`src/rtl/jtkicker_romslot.sv`:
```
// ROM responder for the Konami tile/sprite fetchers: a two-entry word cache
// that fills misses with a two-beat 16-bit SDRAM burst.
module jtkicker_romslot #(
  parameter int unsigned       AW     = 13,
  parameter int unsigned       SDW    = 22,
  parameter logic [SDW-1:0]    OFFSET = '0
) (
  input  logic           clk,
  input  logic           rst,
  input  logic           cs,
  input  logic [AW-1:0]  rom_addr,
  output logic [31:0]    rom_data,
  output logic           rom_ok,
  output logic [SDW-1:0] sdram_addr,
  output logic           sdram_req,
  input  logic           sdram_ack,
  input  logic           sdram_dst,
  input  logic [15:0]    sdram_data
);

  typedef enum logic [1:0] {IDLE, REQ, LO, HI} state_t;

  state_t          state, state_nx;
  logic [AW-1:0]   tag        [2];
  logic [31:0]     cache_data [2];
  logic [1:0]      valid;
  logic            ptr;
  logic [AW-1:0]   fetch_addr;
  logic [AW-1:0]   addr_q;
  logic [15:0]     lo;
  logic            hit_q;
  logic [1:0]      match;
  logic            hit;
  logic [31:0]     hit_data;
  logic            start;
  logic            fill;
  logic [SDW-1:0]  word_addr;

  assign word_addr = OFFSET + SDW'({rom_addr, 1'b0});

  // Lookup sees the contents before any fill on this edge, so a fill of the
  // current address still reads as a miss for one cycle.
  always_comb begin
    match[0] = valid[0] && (tag[0] == rom_addr);
    match[1] = valid[1] && (tag[1] == rom_addr);
    hit      = |match;
    hit_data = '0;
    if (match[0])      hit_data = cache_data[0];
    else if (match[1]) hit_data = cache_data[1];
  end

  always_comb begin
    state_nx = state;
    start    = 1'b0;
    fill     = 1'b0;
    case (state)
      IDLE: if (cs && !hit) begin
        start    = 1'b1;
        state_nx = REQ;
      end
      REQ:  if (sdram_ack) state_nx = LO;
      LO:   if (sdram_dst) state_nx = HI;
      HI:   if (sdram_dst) begin
        fill     = 1'b1;
        state_nx = IDLE;
      end
      default: state_nx = IDLE;
    endcase
  end

  assign sdram_req = (state == REQ);
  assign rom_ok    = hit_q && (rom_addr == addr_q);

  always_ff @(posedge clk) begin
    if (rst) begin
      state      <= IDLE;
      valid      <= '0;
      ptr        <= 1'b0;
      hit_q      <= 1'b0;
      rom_data   <= '0;
      addr_q     <= '0;
      sdram_addr <= '0;
    end else begin
      state    <= state_nx;
      hit_q    <= hit;
      rom_data <= hit_data;
      addr_q   <= rom_addr;
      if (start) begin
        fetch_addr <= rom_addr;
        sdram_addr <= word_addr;
      end
      if (state == LO && sdram_dst) lo <= sdram_data;
      if (fill) begin
        tag[ptr]        <= fetch_addr;
        cache_data[ptr] <= {sdram_data, lo};
        valid[ptr]      <= 1'b1;
        ptr             <= ~ptr;
      end
    end
  end

endmodule

```
`config.mk`:
```
export PLATFORM = sky130hd
export DESIGN_NAME = jtkicker_romslot
export DESIGN_NICKNAME = d
export VERILOG_FILES = /design/src/rtl/jtkicker_romslot.sv
export SDC_FILE = /design/constraint.sdc
export NUM_CORES = 1
export LEC_CHECK = 0
export BUFFER_PORTS_ARGS = -buffer_cell sky130_fd_sc_hd__buf_4
export CAP_MARGIN = 5
export CORE_AREA = 2 2 139 141
export DETAILED_ROUTE_END_ITERATION = 8
export DIE_AREA = 0 0 141 143
export GPL_TIMING_DRIVEN = 0
export PLACE_DENSITY_LB_ADDON = 0.12
export SLEW_MARGIN = 10
export SYNTH_ARGS = -nofsm -noshare
export SYNTH_HDL_FRONTEND = slang
export SYNTH_SLANG_ARGS = --single-unit
```
`constraint.sdc`:
```
create_clock -name clk -period 11.85 [get_ports clk]
set_input_delay 0.5925 -clock clk [delete_from_list [all_inputs] [get_ports clk]]
set_output_delay 0.5925 -clock clk [all_outputs]
set_load 0.02 [all_outputs]
```
Yosys cells after proc, flatten, opt, wreduce, memory -nomap -nowiden
Memories as Yosys holds them, arrays and structs flattened.
Cells that the tools add are included.
{ "totals": {"regBits": 93, "ram_bits": 90, "input_bits": 34, "output_inout_bits": 56, "word_cells": 54, "mem_count": 2} }
{ "op_classes": {"magnitude_cmp": 2, "n_eq_ne": 10, "muxes": 16, "bitwise": 3, "reduce_logical": 12} }
{ "memory_table": {"columns": ["memory", "depth", "width", "rd", "rd_clocked_by_memory_dff", "wr", "line_no", "rtl"], "rows": [
  ["cache_data", 2, 32, 2, 0, 1, "25", "logic [31:0] cache_data [2];"],
  ["tag", 2, 13, 2, 0, 1, "24", "logic [AW-1:0] tag [2];"]
]} }
{ "op_table": {"columns": ["operator", "count"], "rows": [
  ["$mux 32", 2],
  ["$eq 13x13->1", 3],
  ["$mux 1", 8],
  ["$mux 2", 4],
  ["$pmux 2 s4", 1],
  ["$logic_and 1x1->1", 6],
  ["$ne 2x2->1 const B", 3],
  ["$eq 2x2->1 const B", 2],
  ["$reduce_and 2->1", 2],
  ["$reduce_and 4->1", 1],
  ["$eq 2x1->1 const B", 1],
  ["$logic_not 2->1", 1],
  ["$lt 1x2->1 const B", 1],
  ["$ne 2x1->1 const B", 1],
  ["$not 1->1", 2],
  ["$or 2x2->2", 1],
  ["$reduce_or 2->1", 1],
  ["$demux 1 s1", 1],
  ["$ge 1x1->1 const B", 1],
  ["$logic_not 1->1", 1]
]} }

Depth between registers and ports, before layout
An unclocked memory read counts as a cell.
{ "depth": {"ltp_word": 9, "depth_mapped": 8, "mapped_depth_nobuf": 7} }

Worst setup path after synthesis
Ideal clock, no wire load.
{ "synth_timing": {"kind": "input -> register", "startpoint": "input sdram_dst", "endpoint": "memory cache_data[1][0], enable pin", "setup_ps": 516, "arrival_ps": 4051, "t_required_ps": 11334, "slack_ps": 7283, "stages": 2, "path_buffers": 0, "path_cell_list": "nand2_1 -> nor3b_1"} }
{ "synth_via": {"elab_chain_cells": 5} }
{ "synth_lines": {"columns": ["item", "line_no", "rtl"], "rows": [
  ["start, declared", "17", "input logic sdram_dst,"],
  ["$mux 1", "63", "HI: if (sdram_dst) begin"],
  ["$mux 1", "56", "case (state)"],
  ["$mux 1", "93", "if (fill) begin"],
  ["$mux 1", "75", "if (rst) begin"],
  ["$mux 1 (implied by the code)", "95", "cache_data[ptr] <= {sdram_data, lo};"],
  ["end, declared", "25", null]
]} }
Every way passes these cells.

Worst setup path after layout
{ "layout_timing": {"startpoint": "input rom_addr[11]", "endpoint": "output rom_ok"} }
{ "layout_via": {"elab_chain_cells": 2} }
{ "layout_lines": {"columns": ["item", "line_no", "rtl"], "rows": [
  ["start, declared", "11", "input logic [AW-1:0] rom_addr,"],
  ["$eq 13x13->1", "72", "assign rom_ok = hit_q && (rom_addr == addr_q);"],
  ["$logic_and 1x1->1", "72", null],
  ["end, declared", "13", "output logic rom_ok,"]
]} }
Every way passes these cells.

==> out/results.tsv <==
metric	value	unit
cp_slowest_stage_delay	260	ps
die_h	143	um
post_cts_resized	0	
io-pin-count	90	
status	finished, final reports clean	
post-route-util	0.434	
path_class	in2out	
via_per_inst	4.43	
synth_top_area_frac	0.554	
post_cts_buffers	0	
place_area	7500	um2
grt_use_met1	0.160	
layout-drive-gt1-share	0.265	
busiest_layer	met2	
end_kind	output pin	
power.density	176	nW/um2
drc	0	
setup_viol	0	
synth-seq-area-share	0.753	
via_count	3426	
max-vdd-ir-drop	0.100	mV
routedWlPerCell	15.6	um
syn_avg_cell_area	15.8	um2
initial_core_util	0.347	
cts_tree	done	
use_met2	0.206	
gp_congestion	0.733	
clockBufferDepth	2	
instances_no_fill	774	
grt_setup_unrepaired	no	
setup_tns	0	ps
p_leak	2.90	nW
relSlewSlack	0.368	
netlist_instances	408	
nNetsFinal	566	
syn_to_final_growth	25.1	%
grt_max_degree	17	
path_max_fanout	6	
grt_pass1_vias	3433	
die_x	141	um
critPathRequiredTime	11260	ps
crit_arrival	1710	ps
grt-ovfl-total	0	
clockRootBuffer	clkbuf_16	
reg2reg_depth	7	
die_area	20200	um2
cts_buffers	17	
grt_usage	0.126	
hold_class	in2reg	
maxCapViolCount	0	
post-route-min-period	2300	ps
drt_first_pass_iters	4	
critPathTopFamily	simple AND/OR/NAND/NOR gates	
synth_cell_types	29	
tightest_slew	943	ps
ys_ff_latch	183	
start_kind	primary input	
core_area	18600	um2
final_area	8070	um2
path_clk_slew	70	ps
path_cells	buf_4 > xor2_1 > nor4_1 > nand3_1 > nor3_1 > buf_4	
crit_slowest_cell	nor4_1	
grt_pass1_wl	18900	um
synthTopCellsByArea	edfxtp_1 55%, dfxtp_1 20%, mux2i_1 7.1%, xnor2_1 4.8%, nor2_1 2.9%	
fin_skew	9.77	ps
diodes	0	
min_path_cells	1	
cts_hold_buffers	0	
crit_cells	6	
yosysTopAreaCell	edfxtp_1	
netlist_area	6450	um2
cts_sinks	183	
ant_nets	0	
clock_latency	420	ps
wirelength	12100	um
finalHoldViolations	0	
dp_hpwl	8450	um
cts_max_level	4	
synth_edf_count	119	
synth_ff_type	edfxtp_1	
grt.met3_usage	0.0302	
synth_warnings	0	
period_share	0.194	
numPortBuffers	80	
fp-row-count	50	
drt-initial-drc-count	109	
finalMaxSlewViolations	0	
total_power	1.42	mW
async_reset_ff_frac	0	
cp_common_cell	buf_4	
fmax	0.434	GHz
antenna_found_initial	0	
crit_buf_inv	2	
dpl.cell_count	742	
[cell type report]
type,instances,area (um2)
Timing Repair Buffer,92,713
Sequential cell,183,4850
Clock buffer,21,450
Inverter,6,22.5
Multi-Input combinational cell,207,1480
Clock inverter,11,116
Tap cell,234,293
Fill cell,1705,10500
Buffer,20,135
[cell families (layout without fill, tap and decap cells)]
kind of cell             Yosys count  after routing  synth area share
flip-flops                       183            183             0.753
AND/OR/NAND/NOR                   99             99            0.0786
multiplexers                      46             46            0.0714
XOR/XNOR                          40             40            0.0543
buffers and inverters             26            150            0.0244
AO/OA/AOI/OAI                      8              8           0.00815
adder cells (fa/ha/maj)            5              5           0.00970
other                              1              9          0.000582
[power by group]
part           internal (mW)  switching, mW  total, mW
sequential             0.712         0.0145      0.727
combinational         0.0644         0.0823      0.147
clock                  0.300          0.245      0.544
[registers in the layout, summed over array words and instances, names as in the netlist]
name        count
fetch_addr     13
lo             16
cache_data     64
sdram_addr     13
hit_q           1
addr_q         13
valid           2
tag            26
state           2
ptr             1
rom_data       32
[synth_stat cells, types with 4 or more instances]
cell,n
buf_4,12
xnor2_1,35
nor2_1,49
edfxtp_1,119
dfxtp_1,64
nor2b_1,15
xor2_1,5
mux2i_1,46
nand2_1,9
inv_1,6
clkbuf_1,6
nand4_1,14
ha_1,5
nor4_2,4
[placed cells by master (no fill, tap or decap), types with 2 or more instances in the layout]
cell type and n:
a21o_1 2, buf_4 100, buf_6 4, buf_8 2, clkbuf_1 9, clkbuf_16 17, clkinvlp_4 5, conb_1 9
dfxtp_1 64, edfxtp_1 119, ha_1 5, inv_1 6, inv_6 2, inv_8 2, mux2i_1 46, nand2_1 9
nand4_1 14, nor2_1 49, nor2b_1 15, nor4_2 5, xnor2_1 35, xor2_1 5
[worst reg2reg max path: stages (launching register included)]
cell	delay, ps
edfxtp_1	390
xnor2_1	160
nand4_1	130
nor4_2	70
buf_6	140
buf_4	210
nor4_2	600
buf_4	280
[layer usage]
metal / wire length (um) / vias to the layer above / part of all wire
met2: 5900 / 78 / 0.49
met3: 436 / 23 / 0.036
met5: 0 / - / 0
met1: 5500 / 1655 / 0.45
li1: - / 1670 / -
met4: 267 / 0 / 0.022
[through the flow]
step | worst slack [ps] | hold WS [ps]
final | 9550 | 361
after detailed placement | 9190 | 431
after global routing | 9420 | 339
after CTS | 9500 | 341
after global placement | 4500 | 422
after floorplan | 7280 | 421
[worst paths after layout]
check                               startpoint                end  slack (ps)
worst min register to register  fetch_addr[11]         tag[1][11]         440
worst max-delay path              rom_addr[11]             rom_ok        9550
worst min-delay path             sdram_data[1]  cache_data[0][17]         360
worst max register to register       tag[0][6]      fetch_addr[1]        9580
(Power assumes the default switching activity.)
